### src/rtl/banked_ram_ctrl_if.sv
// banked_ram_ctrl_if: access bus and status lines of banked_ram_ctrl.
// With PARITY_EN defined the bus also carries par_inject and par_err.
interface banked_ram_ctrl_if #(
    parameter int DATA_W = 4,
    parameter int ROW_W  = 2,
    parameter int COL_W  = 2,
    parameter int BANK_W = 2
);
    logic              cs, we, oe, clr;
    logic [BANK_W-1:0] bank_sel;
    logic [ROW_W-1:0]  addr_row;
    logic [COL_W-1:0]  addr_col;
    logic [DATA_W-1:0] datain, dataout;
    logic              rd_valid, busy, err;
`ifdef PARITY_EN
    logic              par_inject, par_err;
    modport master (output cs, we, oe, clr, bank_sel, addr_row, addr_col, datain, par_inject,
                    input dataout, rd_valid, busy, err, par_err);
    modport slave  (input cs, we, oe, clr, bank_sel, addr_row, addr_col, datain, par_inject,
                    output dataout, rd_valid, busy, err, par_err);
`else
    modport master (output cs, we, oe, clr, bank_sel, addr_row, addr_col, datain,
                    input dataout, rd_valid, busy, err);
    modport slave  (input cs, we, oe, clr, bank_sel, addr_row, addr_col, datain,
                    output dataout, rd_valid, busy, err);
`endif
endinterface

### src/rtl/banked_ram_ctrl.sv
// banked_ram_ctrl: multi-bank RAM with registered read, hardware clear sweep and bank range check.
// Define PARITY_EN to store an even-parity bit per word and flag mismatches on read.
module banked_ram_ctrl #(
    parameter int DATA_W    = 4,
    parameter int ROW_W     = 2,
    parameter int COL_W     = 2,
    parameter int NUM_BANKS = 2,
    parameter int BANK_W    = 2
) (
    input logic              clk,
    input logic              rst_n,
    banked_ram_ctrl_if.slave bus
);
    localparam int LOC_W = ROW_W + COL_W;
    localparam int IDX_W = NUM_BANKS > 1 ? $clog2(NUM_BANKS) : 1;
    localparam logic [BANK_W:0] NB = (BANK_W+1)'(NUM_BANKS);
`ifdef PARITY_EN
    localparam int MEM_W = DATA_W + 1;
`else
    localparam int MEM_W = DATA_W;
`endif
    typedef enum logic {CLEAR, IDLE} state_t;
    state_t           state;
    logic [LOC_W-1:0] cnt, loc;
    logic [IDX_W-1:0] idx;
    logic [MEM_W-1:0] mem [NUM_BANKS][2**LOC_W];
    logic [MEM_W-1:0] wdata, rword;
    logic             in_range, acc, wr, rd, oor;
    always_comb begin
        loc      = {bus.addr_row, bus.addr_col};
        idx      = bus.bank_sel[IDX_W-1:0];
        in_range = {1'b0, bus.bank_sel} < NB;
        acc      = state == IDLE && !bus.clr && bus.cs;
        wr       = acc && bus.we && in_range;
        rd       = acc && !bus.we && bus.oe && in_range;
        oor      = acc && (bus.we || bus.oe) && !in_range;
        rword    = mem[idx][loc];
`ifdef PARITY_EN
        wdata    = {^bus.datain ^ bus.par_inject, bus.datain};
`else
        wdata    = bus.datain;
`endif
    end
    // Storage has no reset; the sweep zeroes one location per cycle in every bank.
    always_ff @(posedge clk) begin
        if (state == CLEAR)
            for (int b = 0; b < NUM_BANKS; b++) mem[b][cnt] <= '0;
        if (wr) mem[idx][loc] <= wdata;
    end
    always_ff @(posedge clk or negedge rst_n) begin
        if (!rst_n) begin
            state        <= CLEAR;
            cnt          <= '0;
            bus.busy     <= 1'b1;
            bus.dataout  <= '0;
            bus.rd_valid <= 1'b0;
            bus.err      <= 1'b0;
`ifdef PARITY_EN
            bus.par_err  <= 1'b0;
`endif
        end else begin
            bus.rd_valid <= rd;
            bus.err      <= oor;
`ifdef PARITY_EN
            bus.par_err  <= rd && ^rword;
`endif
            if (rd) bus.dataout <= rword[DATA_W-1:0];
            if (bus.clr) begin
                state    <= CLEAR;
                cnt      <= '0;
                bus.busy <= 1'b1;
            end else if (state == CLEAR) begin
                cnt <= cnt + 1'b1;
                if (&cnt) begin
                    state    <= IDLE;
                    bus.busy <= 1'b0;
                end
            end
        end
    end
endmodule
### src/flat_wrapper.sv
// flat-port wrapper written by rule: the top's interface ports become plain ports
module banked_ram_ctrl_flat 
#(
    parameter int DATA_W    = 4,
    parameter int ROW_W     = 2,
    parameter int COL_W     = 2,
    parameter int NUM_BANKS = 2,
    parameter int BANK_W    = 2
)
  (clk, rst_n, bus_cs, bus_we, bus_oe, bus_clr, bus_bank_sel, bus_addr_row, bus_addr_col, bus_datain, bus_dataout, bus_rd_valid, bus_busy, bus_err);
  banked_ram_ctrl_if #(.DATA_W(DATA_W), .ROW_W(ROW_W), .COL_W(COL_W), .BANK_W(BANK_W)) bus_i ();
  input logic clk;
  input logic rst_n;
  input wire logic [$bits(bus_i.cs)-1:0] bus_cs;
  input wire logic [$bits(bus_i.we)-1:0] bus_we;
  input wire logic [$bits(bus_i.oe)-1:0] bus_oe;
  input wire logic [$bits(bus_i.clr)-1:0] bus_clr;
  input wire logic [$bits(bus_i.bank_sel)-1:0] bus_bank_sel;
  input wire logic [$bits(bus_i.addr_row)-1:0] bus_addr_row;
  input wire logic [$bits(bus_i.addr_col)-1:0] bus_addr_col;
  input wire logic [$bits(bus_i.datain)-1:0] bus_datain;
  output wire logic [$bits(bus_i.dataout)-1:0] bus_dataout;
  output wire logic [$bits(bus_i.rd_valid)-1:0] bus_rd_valid;
  output wire logic [$bits(bus_i.busy)-1:0] bus_busy;
  output wire logic [$bits(bus_i.err)-1:0] bus_err;
  assign bus_i.cs = bus_cs;
  assign bus_i.we = bus_we;
  assign bus_i.oe = bus_oe;
  assign bus_i.clr = bus_clr;
  assign bus_i.bank_sel = bus_bank_sel;
  assign bus_i.addr_row = bus_addr_row;
  assign bus_i.addr_col = bus_addr_col;
  assign bus_i.datain = bus_datain;
  assign bus_dataout = bus_i.dataout;
  assign bus_rd_valid = bus_i.rd_valid;
  assign bus_busy = bus_i.busy;
  assign bus_err = bus_i.err;
  banked_ram_ctrl #(.DATA_W(DATA_W), .ROW_W(ROW_W), .COL_W(COL_W), .NUM_BANKS(NUM_BANKS), .BANK_W(BANK_W)) u_core (.clk(clk), .rst_n(rst_n), .bus(bus_i));
endmodule
### config.mk
export PLATFORM = sky130hd
export DESIGN_NAME = banked_ram_ctrl_flat
export DESIGN_NICKNAME = d
export VERILOG_FILES = /design/src/rtl/banked_ram_ctrl_if.sv /design/src/rtl/banked_ram_ctrl.sv /design/src/flat_wrapper.sv
export SDC_FILE = /design/constraint.sdc
export NUM_CORES = 1
export LEC_CHECK = 0
export CORE_MARGIN = 2
export CORE_UTILIZATION = 50
export CTS_CLUSTER_SIZE = 30
export DETAILED_ROUTE_END_ITERATION = 8
export PLACE_DENSITY = 0.75
export SLEW_MARGIN = 30
export SYNTH_ARGS = -nofsm -noshare
export SYNTH_HDL_FRONTEND = slang
export SYNTH_SLANG_ARGS = --single-unit
### constraint.sdc
create_clock -name clk -period 2.1 [get_ports clk]
set_clock_uncertainty 0.2 [all_clocks]
set_input_delay 0.42 -clock clk [delete_from_list [all_inputs] [get_ports clk]]
set_output_delay 0.42 -clock clk [all_outputs]
set_load 0.02 [all_outputs]
==> summary.txt <==
STA
  • Pins Over Slew Limit: 0
  • Least-Margin Pin Slew: around 0.36 ns
  • Crit share post-route: between 90% and 100%
  • Setup ws final: 0.01462 ns
  • Worst slew margin: between 70% and 80%
  • RSZ-0062 raised after global routing: true
  • Final hold vios: 0
  • F_max: ~480 MHz
  • Sum Neg Setup Slack: 0 ns
  • Final min period: 2.085 ns
  • Finish-stage setup viols: 0

Placement
  • Inst Count DP: 832
  • Port Buffers: 22
  • Placed cell areas: 8092 µm²
  • Pre-CTS WS: -0.4786 ns
  • Detail Placement HPWL: 11610 µm
  • Routability cong.: 0.9285

Critical path
  • Critical path's largest stage delay: between 0.6 and 0.7 ns
  • Setup crit start kind: flip-flop
  • Buf/Inv on CP: 1
  • Critical Path Stages: 1
  • Setup crit end kind: output pin
  • WP data required: 1.48 ns
  • Worst path arrival time: 1.47 ns
  • CP delay by family, top: buffers and inverters
  • Crit path to: bus_dataout[3]
  • Worst r2r src: u_core.state
  • Maximum net fanout on the critical path: 2
  • Crit-path cells: clkdlybuf4s50_1
  • Worst r2r path cells: 6
  • CP Class: reg -> out
  • Cell at the slowest stage of the critical path: clkdlybuf4s50_1
  • CP startpoint: u_core.bus.dataout[3]
  • Register-to-register setup slack: about 0.16 ns
  • Worst R2R End: u_core.mem[1][32]

Job
  • Max_cap viols: 0

Global routing
  • Vias in the first global route: 5032
  • Aggregate global routing overflow: 0
  • Maximum number of pins on one net before global-route repair: 33
  • GRT Resource Usage Total: 24.20%
  • First-pass GRT wire length: 26240 µm
  • Number of antenna violations at the first check in global routing: 0

Routing
  • Total Wirelength: approximately 17000 µm
  • Via count: about 5000
  • Initial DRC count: 506
  • Detailed-route wire length per cell: between 15 and 20 µm
  • Drt pass-1 iters: 5
  • Vias per cell: around 5.8
  • Post-route antenna net violation count: 0
  • # DRC: 0

Logic synthesis
  • Synthesized area: 6930 µm²
  • Post-synthesis xor/xnor area fraction: 0.3791%
  • Sequential area share after synthesis: around three fifths
  • FFs w/ async S/R, synth: between 8 and 9%
  • Post-Synth Adder-Cell Area: 0.7222%
  • Largest family of logic cells by synthesized area: simple AND/OR/NAND/NOR gates
  • Post-synth top flop: edfxtp_1
  • Avg Inst Size Synth: between 10 and 15 µm²
  • Number of synthesized register bits: 140
  • Synth Warn #: 0
  • Number of synthesized flops with an enable pin: between 100 and 150
  • Post-synthesis simple-gate area fraction: 19.59%
  • Compound-cell area share of the yosys netlist: 6.698%
  • Syn Inst Count: 564
  • Syn Nets: 584
  • Netlist cell types: 36
  • Multiplexer share of the synthesized area: 9.388%

Hold path
  • Worst hold path class: in -> async

Clock tree
  • CTS tree: done
  • Root Buffer: clkbuf_16
  • Clk Latency, worst-skew pair: around 0.43 ns
  • Clock slew seen by the registers of the worst setup and hold paths: 0.06 ns
  • CTS Sinks: 140
  • CTS Hold Bufs: 0
  • CTS Buffer Depth: 2
  • Num CTS Buffers: 17
  • H-tree depth: 4

Die
  • Die area: 14820 µm²
  • Starting Density: 50.52%
  • FP Rows: 43
  • I/O pin count: 23
  • Core Box Area: between 10000 and 15000 µm²
  • Die Width: 121.7 µm
  • Die Span Y: between 100 and 150 µm

Finish
  • Post-Route Utilization: 64.35%
  • Area growth syn-to-layout: 27.39%
  • Most frequent cells in the layout: 128 x edfxtp_1, 97 x buf_4, 81 x and2_1, 65 x mux2i_1, 49 x and3_1
  • Antenna diodes: 0
  • # fillers: 996
  • Share of layout cells above drive strength 1: between 20 and 30%
  • Finished Layout Cells: 864
  • Post-Layout Inst Area: ~8800 µm²
  • Register Area: about 4100 µm²
  • Commonest non-fill, non-tap cell in the layout: edfxtp_1
  • Final #Nets: 691
  • Area of the multi-input gates: 2603 µm²

Power
  • Peak supply drop: 0.6474 mV
  • Leakage: 0.003526 µW
  • P per Cell Area: 791.2 nW/µm²

Run status
  • Status: complete, no violations
[area by class of cell]
cell class	count	share of cell area (%)
Clock buffer	19	4.904
Clock inverter	13	2.707
Inverter	3	0.1276
Multi-Input combinational cell	379	29.48
Sequential cell	140	46.95
Tap cell	180	2.551
Timing Repair Buffer	130	13.28
[layer usage]
metal,GRT usage [%],vias to the layer above,share of wire (%),wire [µm]
met5,0,-,0,0
met4,11.85,0,4.0,669
met3,4.354,56,6.3,1050
met2,39.68,238,49,8140
met1,31.19,2408,41,6843
li1,-,2270,-,-
[timing repair]
action / in CTS / in global routing
gates resized for setup: 4 / 29
pin swaps: 0 / 2
setup endpoints to repair: 21 / 152
endpoints found under the hold margin: 0 / 0
setup buffers: 0 / 0
[sequential cells by signal, summed over array words and instances (netlist names)]
name,cells
u_core.state,1
u_core.bus.busy,1
u_core.bus.dataout,4
u_core.bus.rd_valid,1
u_core.cnt,4
u_core.bus.err,1
u_core.mem,128
[power breakdown]
part / internal (µW) / switching, µW / leakage, µW
Sequential: 3080 / 26.5 / 0.00117
Combinational: 220 / 285 / 0.00204
Clock: 2240 / 1140 / 0.000318
[cells in the mapped netlist, types with 2 or more instances]
master	number	share of area (%)
o22ai_1	32	2.9
xor2_1	2	0.25
clkbuf_2	4	0.29
nor3b_1	2	0.22
nor2_1	15	0.81
dfrtp_1	11	4.0
buf_6	4	0.65
edfxtp_1	128	55
mux2i_1	65	9.4
nand2_1	45	2.4
nor3_1	3	0.22
clkbuf_1	20	1.1
and2_1	81	7.3
and3_1	49	4.4
nor2_4	14	2.3
buf_4	6	0.65
buf_2	8	0.58
o21ai_0	37	2.7
inv_1	3	0.16
ha_1	4	0.72
or2_1	3	0.27
nand2b_1	4	0.36
a41oi_1	4	0.51
nor2b_1	4	0.36
a21o_1	5	0.54
[how the worst min path moves through the flow]
| stage | slack [ns] | endpoint | cells past startpoint | startpoint |
|---|---|---|---|---|
| floorplan | -0.08 | u_core.bus.dataout[0] | 0 | rst_n |
| global placement | 0.30 | u_core.bus.busy | 1 | u_core.bus.busy |
| detailed placement | 0.30 | u_core.bus.busy | 1 | u_core.bus.busy |
| CTS | 0.11 | u_core.cnt[2] | 2 | rst_n |
| global route | 0.13 | u_core.cnt[2] | 2 | rst_n |
| finish | 0.10 | u_core.cnt[3] | 2 | rst_n |
[logic make-up after synthesis]
family	after synthesis
simple gates	228
flops	140
compound gates	79
mux	65
buf+inv	45
fa+ha+maj	4
xor+xnor	3
[stage by stage]
step                total power (µW)  hold slack, ns
finish                          6985          0.1041
global route                    7159          0.1297
CTS                             6989          0.1074
detailed placement              3650          0.3008
global placement                3635          0.3026
floorplan                       3393        -0.07559
(Power assumes the default switching activity.)
